File: src/rtl/dsp_mac_seq.sv
// -----------------------------------------------------------------------------
// dsp_mac_seq
//   Sequencer that runs one DSP48A1-style slice as a multiply-accumulator.
//   A job of `len` operand pairs arrives on a valid/ready stream. The block
//   drives the slice's A/B operands, OPMODE and CE/RST controls, and follows
//   each accepted pair through the slice pipeline. When the last pair has
//   reached the P register, the block captures the 48-bit P value and reports
//   it with a one-cycle result_valid/done pulse.
//
//   Optional feature (compile-time macro DSP_MAC_ABORT_EN):
//     adds an `abort` input. Abort in LOAD or DRAIN returns the block to IDLE,
//     pulses done without result_valid, leaves result unchanged and pulses
//     dsp_rstp for one cycle to clear the slice accumulator.
//
// Ports
//   clk, rst          clock; synchronous active-high reset
//   abort             (DSP_MAC_ABORT_EN only) cancels a running job
//   start, len        job request and pair count, sampled only in IDLE
//   busy, done        job in progress / one-cycle end-of-job pulse
//   s_valid, s_ready  operand stream handshake
//   s_a, s_b          operand pair
//   dsp_a, dsp_b      registered operands to the slice
//   dsp_opmode        slice OPMODE, aligned with the P-register update
//   dsp_ce_ab         A/B register enable (one cycle after each accepted pair)
//   dsp_ce_mp         M/P register enable (high while busy)
//   dsp_rstp          P register reset
//   dsp_p             slice P output
//   result            final accumulation, held until the next done
//   result_valid      one-cycle pulse with done for a completed job
// -----------------------------------------------------------------------------
module dsp_mac_seq #(
    parameter int N        = 18,
    parameter int LEN_W    = 8,
    parameter int PIPE_LAT = 3
) (
    input  logic             clk,
    input  logic             rst,
`ifdef DSP_MAC_ABORT_EN
    input  logic             abort,
`endif
    input  logic             start,
    input  logic [LEN_W-1:0] len,
    output logic             busy,
    output logic             done,
    input  logic             s_valid,
    output logic             s_ready,
    input  logic [N-1:0]     s_a,
    input  logic [N-1:0]     s_b,
    output logic [N-1:0]     dsp_a,
    output logic [N-1:0]     dsp_b,
    output logic [7:0]       dsp_opmode,
    output logic             dsp_ce_ab,
    output logic             dsp_ce_mp,
    output logic             dsp_rstp,
    input  logic [47:0]      dsp_p,
    output logic [47:0]      result,
    output logic             result_valid
);

    // FSM encoding
    localparam logic [1:0] ST_IDLE  = 2'd0;
    localparam logic [1:0] ST_LOAD  = 2'd1;
    localparam logic [1:0] ST_DRAIN = 2'd2;
    localparam logic [1:0] ST_DONE  = 2'd3;

    // Slice OPMODE values
    localparam logic [7:0] OPM_OFF   = 8'h00;  // X=0, Z=0
    localparam logic [7:0] OPM_FIRST = 8'h01;  // X=M, Z=0: restart accumulation
    localparam logic [7:0] OPM_ACC   = 8'h09;  // X=M, Z=P: accumulate
    localparam logic [7:0] OPM_HOLD  = 8'h08;  // X=0, Z=P: bubble, keep P

    // The tracker holds PIPE_LAT-1 {valid, first} stages; the registered
    // OPMODE output is its final stage, so the total depth is PIPE_LAT.
    localparam int TRK_D   = PIPE_LAT - 1;
    localparam int DRAIN_W = $clog2(PIPE_LAT + 1);

    localparam logic [LEN_W-1:0]   LEN_ZERO   = {LEN_W{1'b0}};
    localparam logic [LEN_W-1:0]   LEN_ONE    = {{(LEN_W-1){1'b0}}, 1'b1};
    localparam logic [DRAIN_W-1:0] DRAIN_ZERO = {DRAIN_W{1'b0}};
    localparam logic [DRAIN_W-1:0] DRAIN_ONE  = {{(DRAIN_W-1){1'b0}}, 1'b1};
    localparam logic [DRAIN_W-1:0] DRAIN_INIT = DRAIN_W'(PIPE_LAT);

    // Map a beat descriptor arriving at the P stage onto the slice OPMODE.
    function automatic logic [7:0] opmode_enc(input logic valid, input logic first);
        logic [7:0] op;
        if (!valid) begin
            op = OPM_HOLD;
        end else if (first) begin
            op = OPM_FIRST;
        end else begin
            op = OPM_ACC;
        end
        return op;
    endfunction

    logic [1:0]         state_r;
    logic [1:0]         state_nxt_s;
    logic [LEN_W-1:0]   cnt_r;
    logic [DRAIN_W-1:0] drain_cnt_r;
    logic               first_pend_r;
    logic               busy_r;
    logic               done_r;
    logic               s_ready_r;
    logic               result_valid_r;
    logic               ce_ab_r;
    logic               rstp_r;
    logic [N-1:0]       dsp_a_r;
    logic [N-1:0]       dsp_b_r;
    logic [7:0]         opmode_r;
    logic [47:0]        result_r;
    logic [TRK_D-1:0]   trk_valid_r;
    logic [TRK_D-1:0]   trk_first_r;
    logic               beat_s;
    logic               abort_s;
    logic               run_nxt_s;

    // s_ready_r is high exactly while in LOAD, so it qualifies the handshake.
    assign beat_s = s_valid & s_ready_r;

`ifdef DSP_MAC_ABORT_EN
    assign abort_s = abort & ((state_r == ST_LOAD) | (state_r == ST_DRAIN));
`else
    assign abort_s = 1'b0;
`endif

    assign run_nxt_s = (state_nxt_s == ST_LOAD) | (state_nxt_s == ST_DRAIN);

    // Next-state logic for the job sequencer.
    always_comb begin
        state_nxt_s = state_r;
        case (state_r)
            ST_IDLE: begin
                if (start) begin
                    if (len == LEN_ZERO) begin
                        state_nxt_s = ST_DONE;
                    end else begin
                        state_nxt_s = ST_LOAD;
                    end
                end else begin
                    state_nxt_s = ST_IDLE;
                end
            end
            ST_LOAD: begin
                if (abort_s) begin
                    state_nxt_s = ST_IDLE;
                end else if (beat_s && (cnt_r == LEN_ONE)) begin
                    state_nxt_s = ST_DRAIN;
                end else begin
                    state_nxt_s = ST_LOAD;
                end
            end
            ST_DRAIN: begin
                if (abort_s) begin
                    state_nxt_s = ST_IDLE;
                end else if (drain_cnt_r == DRAIN_ZERO) begin
                    state_nxt_s = ST_DONE;
                end else begin
                    state_nxt_s = ST_DRAIN;
                end
            end
            ST_DONE: begin
                state_nxt_s = ST_IDLE;
            end
            default: begin
                state_nxt_s = ST_IDLE;
            end
        endcase
    end

    // State register, handshake/status outputs and job counters.
    always_ff @(posedge clk) begin
        if (rst) begin
            state_r        <= ST_IDLE;
            busy_r         <= 1'b0;
            done_r         <= 1'b0;
            s_ready_r      <= 1'b0;
            result_valid_r <= 1'b0;
            ce_ab_r        <= 1'b0;
            rstp_r         <= 1'b0;
            cnt_r          <= LEN_ZERO;
            drain_cnt_r    <= DRAIN_ZERO;
            first_pend_r   <= 1'b0;
        end else begin
            state_r        <= state_nxt_s;
            busy_r         <= (state_nxt_s != ST_IDLE);
            s_ready_r      <= (state_nxt_s == ST_LOAD);
            done_r         <= (state_nxt_s == ST_DONE) | abort_s;
            result_valid_r <= (state_nxt_s == ST_DONE);
            ce_ab_r        <= beat_s;
            rstp_r         <= abort_s;

            if ((state_r == ST_IDLE) && start) begin
                cnt_r <= len;
            end else if (beat_s) begin
                cnt_r <= cnt_r - LEN_ONE;
            end else begin
                cnt_r <= cnt_r;
            end

            // The extra DRAIN cycle lets P settle before it is captured.
            if ((state_r == ST_LOAD) && (state_nxt_s == ST_DRAIN)) begin
                drain_cnt_r <= DRAIN_INIT;
            end else if ((state_r == ST_DRAIN) && (drain_cnt_r != DRAIN_ZERO)) begin
                drain_cnt_r <= drain_cnt_r - DRAIN_ONE;
            end else begin
                drain_cnt_r <= drain_cnt_r;
            end

            if ((state_r == ST_IDLE) && (state_nxt_s == ST_LOAD)) begin
                first_pend_r <= 1'b1;
            end else if (beat_s || abort_s) begin
                first_pend_r <= 1'b0;
            end else begin
                first_pend_r <= first_pend_r;
            end
        end
    end

    // Operand registers feeding the slice A/B inputs.
    always_ff @(posedge clk) begin
        if (rst) begin
            dsp_a_r <= {N{1'b0}};
            dsp_b_r <= {N{1'b0}};
        end else if (beat_s) begin
            dsp_a_r <= s_a;
            dsp_b_r <= s_b;
        end else begin
            dsp_a_r <= dsp_a_r;
            dsp_b_r <= dsp_b_r;
        end
    end

    // Beat tracker: follows each cycle's {valid, first} down the slice
    // pipeline and turns it into the OPMODE for the P-stage cycle.
    always_ff @(posedge clk) begin
        if (rst || abort_s) begin
            trk_valid_r <= {TRK_D{1'b0}};
            trk_first_r <= {TRK_D{1'b0}};
            opmode_r    <= OPM_OFF;
        end else begin
            trk_valid_r[0] <= beat_s;
            trk_first_r[0] <= beat_s & first_pend_r;
            for (int i = 1; i < TRK_D; i++) begin
                trk_valid_r[i] <= trk_valid_r[i-1];
                trk_first_r[i] <= trk_first_r[i-1];
            end
            if (run_nxt_s) begin
                opmode_r <= opmode_enc(trk_valid_r[TRK_D-1], trk_first_r[TRK_D-1]);
            end else begin
                opmode_r <= OPM_OFF;
            end
        end
    end

    // Result capture as the job enters DONE; a zero-length job reports 0.
    always_ff @(posedge clk) begin
        if (rst) begin
            result_r <= 48'h0;
        end else if (state_nxt_s == ST_DONE) begin
            if (state_r == ST_IDLE) begin
                result_r <= 48'h0;
            end else begin
                result_r <= dsp_p;
            end
        end else begin
            result_r <= result_r;
        end
    end

    assign busy         = busy_r;
    assign done         = done_r;
    assign s_ready      = s_ready_r;
    assign result_valid = result_valid_r;
    assign dsp_a        = dsp_a_r;
    assign dsp_b        = dsp_b_r;
    assign dsp_opmode   = opmode_r;
    assign dsp_ce_ab    = ce_ab_r;
    assign dsp_ce_mp    = busy_r;
    // P is cleared for as long as rst is held, plus the one-cycle abort pulse.
    assign dsp_rstp     = rst | rstp_r;
    assign result       = result_r;

endmodule

File: config.mk
export PLATFORM = sky130hd
export DESIGN_NAME = dsp_mac_seq
export DESIGN_NICKNAME = d
export VERILOG_FILES = /design/src/rtl/dsp_mac_seq.sv
export SDC_FILE = /design/constraint.sdc
export NUM_CORES = 1
export LEC_CHECK = 0
export ABC_CLOCK_PERIOD_IN_PS = 3500
export BUFFER_PORTS_ARGS = -buffer_cell sky130_fd_sc_hd__buf_4
export CORE_UTILIZATION = 25
export DETAILED_ROUTE_END_ITERATION = 10
export GPL_TIMING_DRIVEN = 0
export PLACE_DENSITY = 0.59
export SYNTH_ARGS = -nofsm -noshare
export SYNTH_HDL_FRONTEND = slang
export SYNTH_SLANG_ARGS = --single-unit
File: constraint.sdc
create_clock -name clk -period 3.5 [get_ports clk]
set_input_delay 0.525 -clock clk [delete_from_list [all_inputs] [get_ports clk]]
set_output_delay 0.525 -clock clk [all_outputs]
set_load 0.01 [all_outputs]
* Word level (Yosys, flattened, before mapping) *
Index checks and enable logic that the tools add are counted.
Widths: inputs -> output; s select.

word-level totals
  register bits = 113
  bits in latches = 0
  bits in writable memories = 0
  ROM bits = 0
  bits of input ports = 96
  output and inout port bits = 99
  logic and storage cells = 58
  memories kept = 0

cells by class
  $add $sub $neg = 2
  multiply operators = 0
  divide/modulo/power cells = 0
  order comparisons = 0
  equality and inequality tests = 7
  shift-type cells = 0
  mux-type cells = 14
  bitwise operators = 5
  reductions and logical operators = 15

operators by type and width
  operator             number
  $mux 48              1
  $mux 8               2
  $mux 2               5
  $reduce_bool 2->1    5
  $eq 2x2->1 const B   4
  $eq 8x1->1 const B   1
  $logic_not 8->1      1
  $mux 4               2
  $pmux 2 s4           1
  $sub 8x1->8 const B  1
  $logic_and 1x1->1    5
  $eq 2x1->1 const B   2
  $logic_not 2->1      2
  $mux 1               3
  $reduce_or 3->1      1
  $and 1x1->1          2
  $not 1->1            2
  $reduce_or 2->1      1
  $sub 2x1->2 const B  1
  $or 1x1->1           1

* Depth between registers and ports, before layout *
  depth after elaboration = 8
  mapped depth = 11
  gate-level depth less buffers = 9

* Worst setup path after synthesis *
OpenSTA, ideal clock, no wires.

  kind = register -> register
  start point = register cnt_r[3]
  end point = register result_r[16], in the netlist result[16]
  setup time = 0.065 ns
  data arrival time = 2.609 ns
  data required time = 3.435 ns
  path slack = 0.826 ns
  stages on the path, launching flop included = 10
  buffers on the path = 2
  clock period less this slack = 2.674 ns
  cells stage by stage = dfxtp_1 > or4_4 > o41a_2 > nor2_1 > ha_1 > o21a_1 > clkbuf_1 > buf_1 > a21oi_1 > nor2_1

between the ends
  longest elaborated chain between the ends = 5

RTL lines
  what                    RTL line  RTL
  from (decl)             98        logic [LEN_W-1:0] cnt_r;
  from (signal assigned)  193       cnt_r <= len;
  from (signal assigned)  195       cnt_r <= cnt_r - LEN_ONE;
  from (signal assigned)  197       cnt_r <= cnt_r;
  $eq 8x1->1              146       end else if (beat_s && (cnt_r == LEN_ONE)) begin
  $logic_and 1x1->1       146
  $mux 2                  146
  $pmux 2 s4              131       case (state_r)
  via state_nxt_s[1]      97        logic [1:0] state_nxt_s;
  $eq 2x2->1              259       end else if (state_nxt_s == ST_DONE) begin
  to (signal assigned)    263       result_r <= dsp_p;
  to (signal assigned)    266       result_r <= result_r;
  to (decl)               110       logic [47:0] result_r;

The timed path passes the listed nets, and every way through them passes these cells.
A chain may end at the register's enable or synchronous reset.

* Worst setup path after layout *
  start point = register cnt_r[3]
  end point = register result_r[21], in the netlist result[21]

The elaborated chain is that of the path after synthesis.

==> results_dict.tcl <==
set metrics [dict create \
    layout_commonest_cell "buf_4" \
    hpwl_um 8860 \
    dieArea_sq_um 16900 \
    grt_max_degree 18 \
    drive_above_1_share 0.321 \
    post_drt_wl_per_cell_um 13.0 \
    routed_via_density 4.26 \
    cts_buffers 9 \
    finalHoldViolations 0 \
    rsz0062_at_grt "false" \
    grt_pass1_vias 3654 \
    p_leak_uw 0.00267 \
    critPathRequiredTime_ns 3.72 \
    switchingPower_uw 800 \
    vdd_ir_drop_max_v 0.000204 \
    crit_path_end_kind "register" \
    syn_area_per_cell_sq_um 8.33 \
    layout_setup_ws_ns 0.360 \
    drtPass1Iterations 4 \
    drc 0 \
    grt_first_pass_wirelength_um 18300 \
    setup_viol 0 \
    ys_top_cells_by_area "dfxtp_1 52%, a21oi_1 11%, nor2b_1 8.2%, nand2_1 6.8%, nor2_1 5.9%" \
    fin_crit_sh 0.897 \
    arrival_ns 3.36 \
    synth_edf_count 0 \
    cap_violations 0 \
    final_cells 916 \
    cp_max_fo 10 \
    yosysWarnings 0 \
    p_int_uw 2180 \
    cts.sinks 106 \
    crit_type "register to register" \
    dp.cells 900 \
    clkTransAtPathRegs_ns 0.07 \
    syn-cell-area_sq_um 4100 \
    setup_tns_ns 0 \
    fin_crit_ns 3.14 \
    cts_htree_levels 3 \
    root_buffer "clkbuf_16" \
    clk_latency_ns 0.35 \
    finish.net_count 798 \
    multi_input_area_sq_um 1780 \
    timing.hold.ws_ns 0.400 \
    hp-class "primary input to register" \
    io_buffers 187 \
    ys.flop_type "dfxtp_1" \
    ys_types 37 \
    status "finished clean" \
    grt_overflow 0 \
    ios 195 \
    start_util 0.257 \
    num_vias 3906 \
    cts_buffer_depth 2 \
    worst_pin_slew_ns 0.588 \
    p_seq_frac 0.448 \
    areaGrowthSynthToFinish_pct 49.1 \
    synth_area_leader_cell "dfxtp_1" \
    die_h_um 130 \
    nFillCells 1688 \
    finalWeightedCongestion 0.727 \
    rows 46 \
    start_kind "register" \
    diodes 0 \
    yosys.area.top_type_share 0.518 \
    antenna_found_initial 0 \
    ys_ff_latch 106 \
    comb_power_share 0.184 \
    slew_violations 0 \
    pwr_density_cell_nw_per_um2 487 \
    dp_slack_ns 0.218 \
    fmax_ghz 0.318 \
    clockPowerShare 0.368 \
    drt_iter0_markers 118 \
    die_w_um 130 \
    grt_usage 0.142 \
    yosysSeqAreaShare 0.518 \
    fin_util 0.383 \
    cts_tree "done" \
    regArea_sq_um 2120 \
    core_sq_um 15900 \
    switching_share 0.269 \
    slew_headroom 0.608 \
    synthArstFlopShare 0 \
    wl_um 11900 \
    synth_cells 492 \
    drt.antenna.violating_nets 0 \
    final_cell_mix "196 x buf_4, 106 x dfxtp_1, 88 x a21oi_1" \
    clock-skew-final_ns 0.00627 \
]
[stage by stage]
step,power (uW),instance area [sq um]
floorplan,1650,4120
global placement,1920,5790
detailed placement,1920,5790
CTS,3030,6110
global route,3150,6110
finish,2980,6110
[metal layers]
metal	wire, um	global-route usage	part of all wire
met1	5350	0.174	0.45
met2	5240	0.225	0.44
met3	1100	0.0472	0.092
met4	216	0.0650	0.018
met5	0	0	0
[logic make-up after synthesis]
logic type | after synthesis | share of synthesized area
xor gates and xnor gates | 2 | 0.00427
AOI/OAI and AO/OA | 109 | 0.147
adders and majority gates | 7 | 0.0214
muxes | 3 | 0.00733
other | 1 | 0.000915
and+or+nand+nor | 216 | 0.249
buffers and inverters | 48 | 0.0522
DFF | 106 | 0.518
[cell usage after synthesis (4+ instances only)]
master	count
o31ai_1	4
nand2_1	74
nor2b_1	54
buf_4	9
clkbuf_1	28
inv_1	5
ha_1	7
dfxtp_1	106
a21oi_1	88
nor2_1	64
buf_1	6
a311oi_1	5
or2_2	5
[power groups by stage]
stage               Sequential (uW)  Clock, uW  Combinational, uW
detailed placement             1360          0                558
global placement               1360          0                556
finish                         1330       1090                549
global route                   1350       1190                617
floorplan                      1380          0                271
CTS                            1340       1140                559
[sequential cells by signal (all words and copies together) (netlist names)]
name	count
dsp_b	18
first_pend_r	1
state_r	2
s_ready	1
result	48
result_valid	1
dsp_a	18
busy	1
cnt_r	8
drain_cnt_r	2
trk_valid_r	2
dsp_opmode	2
trk_first_r	2
[worst paths after layout]
| check | start | end | slack [ns] | cells past startpoint |
|---|---|---|---|---|
| hold / removal | dsp_p[8] | result[8] | 0.40 | 3 |
| setup reg to reg | cnt_r[3] | result[21] | 0.36 | 9 |
| setup / recovery | cnt_r[3] | result[21] | 0.36 | 9 |
| hold reg to reg | trk_valid_r[1] | dsp_opmode[3] | 0.43 | 1 |
[area by class of cell]
class,instances,share of cell area
buffer,43,0.0323
inverter,5,0.00307
multi-input combinational,343,0.291
clock inverter,7,0.0153
timing repair buffer,187,0.230
sequential,106,0.347
clock buffer,9,0.0368
tap,216,0.0442
[timing repair]
item	in CTS	in global routing
hold buffers	0	0
setup buffers	0	0
gates resized for setup	0	2
setup endpoints to repair	0	19
[critical path, cell delays in order (launching register included)]
cell	delay, ns
dfxtp_1	0.36
or4_4	0.57
o41a_2	0.50
nor2_1	0.19
ha_1	0.30
clkbuf_1	0.39
clkbuf_1	0.42
nor2b_1	0.09
a21oi_1	0.14
nor2_1	0.05
(Power assumes the default switching activity.)
